**src/rtl/var_latency_queue_pkg.sv**
```systemverilog
// Shared width helpers for the variable-latency in-order completion queue.
package var_latency_queue_pkg;

    function automatic int clog2(input int value);
        int r;
        int v;
        r = 0;
        v = value - 1;
        while (v > 0) begin
            r++;
            v = v >> 1;
        end
        return r;
    endfunction

    function automatic int ptr_w(input int depth);
        return clog2(depth);
    endfunction

    // Count must represent DEPTH itself, hence depth+1 codes.
    function automatic int cnt_w(input int depth);
        return clog2(depth + 1);
    endfunction

endpackage

```
**src/rtl/var_latency_queue_fifo.sv**
```systemverilog
// Circular buffer of DEPTH entries with wrapping pointers and occupancy count.
module var_latency_queue_fifo
    import var_latency_queue_pkg::*;
#(
    parameter int WIDTH = 32,
    parameter int DEPTH = 4
) (
    input  logic                       clock,
    input  logic                       reset,
    input  logic                       clear,
    input  logic                       push,
    input  logic                       pop,
    input  logic [WIDTH-1:0]           wdata,
    output logic [WIDTH-1:0]           rdata,
    output logic [cnt_w(DEPTH)-1:0]    count,
    output logic                       full,
    output logic                       empty
);

    localparam int PW = ptr_w(DEPTH);
    localparam int CW = cnt_w(DEPTH);

    logic [WIDTH-1:0] mem_q [DEPTH];
    logic [PW-1:0]    wr_ptr_q, wr_ptr_d;
    logic [PW-1:0]    rd_ptr_q, rd_ptr_d;
    logic [CW-1:0]    count_q, count_d;

    always_comb begin
        wr_ptr_d = wr_ptr_q;
        rd_ptr_d = rd_ptr_q;
        count_d  = count_q;
        if (clear) begin
            wr_ptr_d = '0;
            rd_ptr_d = '0;
            count_d  = '0;
        end else begin
            // DEPTH is a power of two, so natural overflow is the modulo wrap.
            if (push) wr_ptr_d = wr_ptr_q + PW'(1);
            if (pop)  rd_ptr_d = rd_ptr_q + PW'(1);
            case ({push, pop})
                2'b10:   count_d = count_q + CW'(1);
                2'b01:   count_d = count_q - CW'(1);
                default: count_d = count_q;
            endcase
        end
    end

    always_ff @(posedge clock or posedge reset) begin
        if (reset) begin
            wr_ptr_q <= '0;
            rd_ptr_q <= '0;
            count_q  <= '0;
        end else begin
            wr_ptr_q <= wr_ptr_d;
            rd_ptr_q <= rd_ptr_d;
            count_q  <= count_d;
        end
    end

    always_ff @(posedge clock) begin
        if (push && !clear) mem_q[wr_ptr_q] <= wdata;
    end

    assign rdata = mem_q[rd_ptr_q];
    assign count = count_q;
    assign full  = (count_q == CW'(DEPTH));
    assign empty = (count_q == '0);

endmodule

```
**src/rtl/var_latency_queue.sv**
```systemverilog
// Queue of requests completing in order, each after a latency taken from its own data.
// Optional flush input enabled by defining VAR_LATENCY_QUEUE_FLUSH_EN.
module var_latency_queue
    import var_latency_queue_pkg::*;
#(
    parameter int WIDTH      = 32,
    parameter int DELAY_BITS = 2,
    parameter int DEPTH      = 4
) (
    input  logic                       clock,
    input  logic                       reset,
`ifdef VAR_LATENCY_QUEUE_FLUSH_EN
    input  logic                       flush,
`endif
    input  logic                       start,
    input  logic [WIDTH-1:0]           inp,
    output logic                       ready,
    output logic                       done,
    output logic [WIDTH-1:0]           out,
    output logic [cnt_w(DEPTH)-1:0]    count,
    output logic                       overflow
);

    logic [DELAY_BITS-1:0] head_cnt_q, head_cnt_d;
    logic                  overflow_q, overflow_d;
    logic                  flush_w;
    logic                  push, pop, full, empty;
    logic [WIDTH-1:0]      head_data;

`ifdef VAR_LATENCY_QUEUE_FLUSH_EN
    assign flush_w = flush;
`else
    assign flush_w = 1'b0;
`endif

    var_latency_queue_fifo #(
        .WIDTH (WIDTH),
        .DEPTH (DEPTH)
    ) u_fifo (
        .clock (clock),
        .reset (reset),
        .clear (flush_w),
        .push  (push),
        .pop   (pop),
        .wdata (inp),
        .rdata (head_data),
        .count (count),
        .full  (full),
        .empty (empty)
    );

    // done/out depend only on registered state; start/inp only feed push.
    always_comb begin
        ready      = !full;
        done       = !empty && !flush_w
                     && (head_cnt_q == head_data[DELAY_BITS-1:0]);
        out        = done ? head_data : '0;
        push       = start && !full && !flush_w;
        pop        = done;
        overflow_d = overflow_q | (start & full & !flush_w);
        head_cnt_d = head_cnt_q;
        if (flush_w || done || empty) head_cnt_d = '0;
        else                          head_cnt_d = head_cnt_q + DELAY_BITS'(1);
    end

    always_ff @(posedge clock or posedge reset) begin
        if (reset) begin
            head_cnt_q <= '0;
            overflow_q <= 1'b0;
        end else begin
            head_cnt_q <= head_cnt_d;
            overflow_q <= overflow_d;
        end
    end

    assign overflow = overflow_q;

endmodule

```
**config.mk**
```make
export PLATFORM = sky130hd
export DESIGN_NAME = var_latency_queue
export DESIGN_NICKNAME = d
export VERILOG_FILES = /design/src/rtl/var_latency_queue_pkg.sv /design/src/rtl/var_latency_queue_fifo.sv /design/src/rtl/var_latency_queue.sv
export SDC_FILE = /design/constraint.sdc
export NUM_CORES = 1
export LEC_CHECK = 0
export BUFFER_PORTS_ARGS = -buffer_cell sky130_fd_sc_hd__buf_2
export CELL_PAD_IN_SITES_DETAIL_PLACEMENT = 2
export CELL_PAD_IN_SITES_GLOBAL_PLACEMENT = 2
export CORE_MARGIN = 4
export CORE_UTILIZATION = 40
export CTS_BUF_LIST = sky130_fd_sc_hd__clkbuf_4 sky130_fd_sc_hd__clkbuf_8
export DETAILED_ROUTE_END_ITERATION = 16
export PLACE_DENSITY_LB_ADDON = 0.25
export SETUP_SLACK_MARGIN = 0.4
export SYNTH_ARGS = -nofsm -noshare
export SYNTH_HDL_FRONTEND = slang
export SYNTH_SLANG_ARGS = --single-unit
```
**constraint.sdc**
```tcl
create_clock -name clock -period 3.6 [get_ports clock]
set_clock_uncertainty 0.1 [all_clocks]
set_input_delay 0.54 -clock clock [delete_from_list [all_inputs] [get_ports clock]]
set_output_delay 0.54 -clock clock [all_outputs]
set_load 0.01 [all_outputs]
```
---- After elaboration in Yosys (flattened, before gate mapping) ----
Memory sizes are Yosys's and may differ from the RTL's.
Cells that the tools add are included.
word-level totals
  flip-flop bits (word level) ............. 10
  memory bits (writable) .................. 128
  input bits .............................. 35
  output and inout port bits .............. 38
  logic and storage cells ................. 29
  memories ................................ 1
memory list
  name          depth  width  rd ports  clocked after memory_dff  wr ports  line                          RTL
  u_fifo.mem_q  4      32     1         0                         1         var_latency_queue_fifo.sv:23  logic [WIDTH-1:0] mem_q [DEPTH];
cells by class
  $add $sub $neg .......................... 5
  eq/ne operators ......................... 4
  mux-type cells .......................... 5
  bitwise operators ....................... 2
  reductions and logical operators ........ 7
operators with widths
  cell                   count
  $mux W32               1
  $add A2 B1 Y2 const B  3
  $pmux W3 S2            1
  $add A3 B1 Y3 const B  1
  $eq A3 B3 Y1 const B   1
  $logic_not A3 Y1       1
  $sub A3 B1 Y3 const B  1
  $eq A2 B1 Y1 const B   1
  $eq A2 B2 Y1           1
  $eq A2 B2 Y1 const B   1
  $logic_and A1 B1 Y1    2
  $logic_not A1 Y1       2
  $mux W1                2
  $mux W2                1
  $reduce_bool A2 Y1     1
  $and A1 B1 Y1          1
  $logic_or A1 B1 Y1     1
  $or A1 B1 Y1           1

---- Depth between registers and ports, before layout ----
  word-level depth ........................ 5
  mapped depth ............................ 10
  depth with buffers taken out ............ 9

---- Cells and area by module ----
Synthesis repeated with hierarchy kept, for this count alone.
second synthesis, totals
  cell total of the unflattened synthesis .. 267
  area total of the unflattened synthesis .. 5530.3 µm²
modules (own cells, without submodules)
  module                  instances  cells an instance  area each (µm²)  sequential area each (µm²)
  var_latency_queue_fifo  1          212                5108.6           4018.9
  var_latency_queue       1          55                 421.7            75.1

---- Worst setup path before layout ----
Ideal clock, no wire load.
  path type ............................... register -> register
  start point ............................. register u_fifo.rd_ptr_q[1]
  end point ............................... register u_fifo.count_q[1], in the netlist u_fifo.count[1]
  library setup time ...................... 0.125 ns
  arrival time ............................ 2.434 ns
  data required time ...................... 3.375 ns
  setup slack ............................. 0.941 ns
  stages on the path, launching flop included .. 9
  buffers on the path ..................... 1
  period minus slack after synthesis ...... 2.659 ns
  cells stage by stage .................... dfrtp_1 -> buf_6 -> mux2i_1 -> xor2_1 -> nand3b_2 -> a21boi_0 -> ha_1 -> fa_1 -> mux2_2
between the ends
  longest elaborated chain between the ends .. 5
  elaborated cells between the ends (all ways) .. 7
  classes of those cells .................. eq/ne: 3; mux: 1; reduce/logical: 2; memory: 1
RTL lines
  what                                          line                          RTL
  start: declaration                            var_latency_queue_fifo.sv:25  logic [PW-1:0] rd_ptr_q, rd_ptr_d;
  start signal: assignment                      var_latency_queue_fifo.sv:55  rd_ptr_q <= rd_ptr_d;
  $mem_v2 Z4 W32 *                              --
  $eq A2 B2 Y1 *                                var_latency_queue.sv:56       && (head_cnt_q == head_data[DELAY_BITS-1:0]);
  $logic_and A1 B1 Y1 *                         var_latency_queue.sv:56
  net done                                      var_latency_queue.sv:18       output logic done,
  $eq A2 B1 Y1 or $eq A2 B2 Y1 (tied branches)  var_latency_queue_fifo.sv:40  case ({push, pop})
  $pmux W3 S2 *                                 var_latency_queue_fifo.sv:40
  net u_fifo.count_d[1]                         var_latency_queue_fifo.sv:26  logic [CW-1:0] count_q, count_d;
  end signal: assignment                        var_latency_queue_fifo.sv:56  count_q <= count_d;
  end: declaration                              var_latency_queue_fifo.sv:26
Mark *: on every way through the listed nets, which the timed path passes. The rest lies on a longest branch.
A chain may end at the register's enable or synchronous reset.

---- Worst setup path in the final report ----
  start point ............................. register u_fifo.rd_ptr_q[1]
  end point ............................... output out[8]
between the ends
  longest elaborated chain between the ends .. 4
RTL lines
  what                 line                     RTL
  $mem_v2 Z4 W32 *     --
  $eq A2 B2 Y1         var_latency_queue.sv:56
  $logic_and A1 B1 Y1  var_latency_queue.sv:56
  $mux W32 *           var_latency_queue.sv:57  out = done ? head_data : '0;
  end: declaration     var_latency_queue.sv:19  output logic [WIDTH-1:0] out,
Mark *: on every way between the ends. The rest lies on a longest branch, timed or not.

==> flow_metrics.py <==
metrics = {
    "worst_setup_path": {
        "required_ps": 2960,
        "worstReg2RegEnd": "u_fifo.count[1]",
        "cp_cell_sequence": "mux2i_1 -> xor2_1 -> nand3_2 -> buf_4 -> a21oi_2 -> buf_2",
        "startpoint": "u_fifo.rd_ptr_q[1]",
        "cp-endpoint": "out[8]",
        "critPathMaxStageDelay_ps": 450,
        "cp-start-kind": "register",
        "r2r_setup_slack_ps": 1010,
        "crit_type": "register to primary output",
        "reg2reg_depth": 7,
        "crit_slowest_cell": "dfrtp_2",
        "path_max_fanout": 34,
        "cp.arrival_ps": 2340,
        "cp-end-kind": "primary output",
        "r2r-start": "u_fifo.rd_ptr_q[1]",
    },
    "worst_hold_path": {
        "min_from": "inp[10]",
        "hold_path_class": "input pin to register",
    },
    "synth": {
        "syn_avg_cell_area_sq_um": 19.2,
        "ys_async_sr_fraction_pct": 7.25,
        "yosys_warnings": 0,
        "synth_top_cells_by_area": "edfxtp_1 68%, mux4_2 12%, a21oi_2 4.6%",
        "synth_largest_area_cell": "edfxtp_1",
        "synth_area_sq_mm": 0.00566,
        "synth_flop_cell": "edfxtp_1",
        "ys_types": 28,
        "synth.most_common_cell": "edfxtp_1",
        "yosysSeqAreaShare_pct": 72.3,
        "synth-edff-count": 128,
        "netlist_top_cells_count": "128 x edfxtp_1, 34 x nand2_1, 30 x a21oi_2, 30 x mux4_2, 10 x dfrtp_1",
        "yosys.area.top_type_share_pct": 67.9,
        "synth_fp_nets": 336,
        "synth_seq_cells": 138,
        "syn_inst": 295,
    },
    "pwr": {
        "worst_ir_drop_vdd_mv": 0.390,
        "p_leak_nw": 2.42,
        "powerDensity_mw_per_mm2": 883,
    },
    "floorplan": {
        "die_area_sq_mm": 0.0161,
        "start_util_pct": 40.8,
        "io_pins": 73,
        "coreArea_sq_mm": 0.0139,
        "die_height_um": 127,
        "chipWidth_um": 127,
        "fp-row-count": 43,
    },
    "clock_tree": {
        "clockRootBuffer": "clkbuf_8",
        "clockBufferDepth": 2,
        "clk_latency_ps": 430,
        "cts_num_sinks": 138,
        "cts_tree": "built",
        "cts_max_level": 4,
        "path_clk_slew_ps": 70,
        "cts_buffers": 17,
    },
    "timing": {
        "setup_viol": 0,
        "holdWs_ps": 226,
        "period_share_pct": 82.9,
        "setup_tns_ps": 0,
        "worst_pin_slew_ps": 959,
        "max_freq_mhz": 335,
        "grt_setup_unrepaired": "false",
        "postLayoutSetupSlackWorst_ps": 616,
        "hold_viol_final": 0,
        "maxSlewHeadroom_pct": 36.1,
        "maxSlewViolCount": 0,
        "period_minus_slack_ps": 2980,
    },
    "job": {
        "drv_cap": 0,
    },
    "final_layout": {
        "area_delta_synth_final_pct": 16.8,
        "postLayoutCoreUtil_pct": 47.6,
        "drive_gt1_share_pct": 46.5,
        "diodes": 0,
        "nets": 417,
    },
    "route": {
        "wire_per_inst_um": 22.2,
        "drc": 0,
        "drt-total-wl_mm": 12.6,
        "vias": 2955,
        "firstDrtPassIters": 4,
        "drtAntennaViolNets": 0,
        "viasPerCell": 5.19,
        "drtIter0Drc": 269,
    },
    "run_status": {
        "status": "completed",
    },
    "global_route": {
        "grt_pass1_wl_mm": 19.9,
        "grt_antenna_before_repair": 0,
        "gr-total-overflow": 0,
        "grt_max_degree": 37,
        "grt_usage_pct": 16.7,
        "grt_pass1_vias": 3395,
    },
    "place": {
        "dp_hpwl_mm": 7.91,
        "port_buffers": 72,
        "post-place-ws_ps": 860,
        "gp_congestion": 0.684,
    },
}
worst min-delay path by stage:
stage | slack [ps] | endpoint | depth (start not counted)
floorplan | 280 | head_cnt_q[0] | 1
global placement | 370 | overflow | 1
detailed placement | 370 | overflow | 1
CTS | 190 | u_fifo.mem_q[3][13] | 1
global route | 190 | u_fifo.mem_q[3][21] | 1
finish | 230 | u_fifo.mem_q[0][10] | 1
flip-flops by register name (all words and copies together), names as in the netlist:
name and cells:
u_fifo.mem_q 128, u_fifo.count 3, head_cnt_q 2, u_fifo.rd_ptr_q 2, u_fifo.wr_ptr_q 2, overflow 1
layout make-up:
class,instances,area [sq um]
well taps,180,225
inverters,3,11.3
repair buffers,80,423
clock inverters,8,91.3
multi-input cells,136,1450
flip-flops and latches,138,4100
fillers,1284,7270
clock buffers,24,312
stage by stage:
| step | std cells | cell area [sq um] | power, mW |
|---|---|---|---|
| detailed placement | 535 | 6190 | 4.67 |
| floorplan | 295 | 5660 | 3.93 |
| CTS | 568 | 6600 | 5.94 |
| finish | 569 | 6610 | 5.83 |
| global placement | 535 | 6190 | 4.57 |
| global route | 569 | 6610 | 6.21 |
what timing repair did:
item                                    4_1_cts  5_1_grt
cloned                                        0        0
endpoints found under the setup margin        1       32
endpoints found under the hold margin        10        0
hold buffers                                  1        0
gates resized for setup                       1        0
buffers inserted                              0        1
worst max-delay path: cells and delay by family (launching register included):
family / cells / cell delay (ps)
buffers and inverters: 2 / 500
multiplexers: 1 / 310
AO/OA/AOI/OAI: 1 / 220
XOR/XNOR: 1 / 280
AND/OR/NAND/NOR: 1 / 140
flip-flops: 1 / 450
metal layers:
metal	vias up	share of wire (%)	GRT usage, %
li1	1320	-	-
met2	67	53	28.9
met1	1552	42	20.3
met4	0	1.5	6.31
met3	16	3.4	4.08
met5	-	0	0
kinds of logic (layout without fill, tap and decap cells):
kind of cell    Yosys count  in the layout  synth area share [%]
simple gates             47             47                  3.87
buf+inv                  21            115                  2.17
xor+xnor                 10             10                  1.55
fa+ha+maj                 6              6                  1.46
flops                   138            138                  72.3
compound gates           35             35                  5.22
mux                      38             38                  13.4
power by group:
group	internal (mW)	switching [mW]
clock	0.706	0.550
combinational	0.934	1.29
sequential	2.15	0.208
layout by cell type (no fill, tap or decap), drive strengths merged:
cell type and instances:
or3 1, mux2 2, buf 79, clkinv 5, a31o 1, and4 2, mux4 30, clkinvlp 1
xnor2 3, a21oi 32, dlygate4sd3 1, bufinv 2, ha 5, clkbuf 24, nand3 1, and4b 1
nor2 3, fa 1, mux2i 6, and3 4, dfrtp 10, nand2 34, xor2 7, nand3b 1
a21boi 1, a31oi 1, inv 3, edfxtp 128
Power figures use the tool's default switching activity.
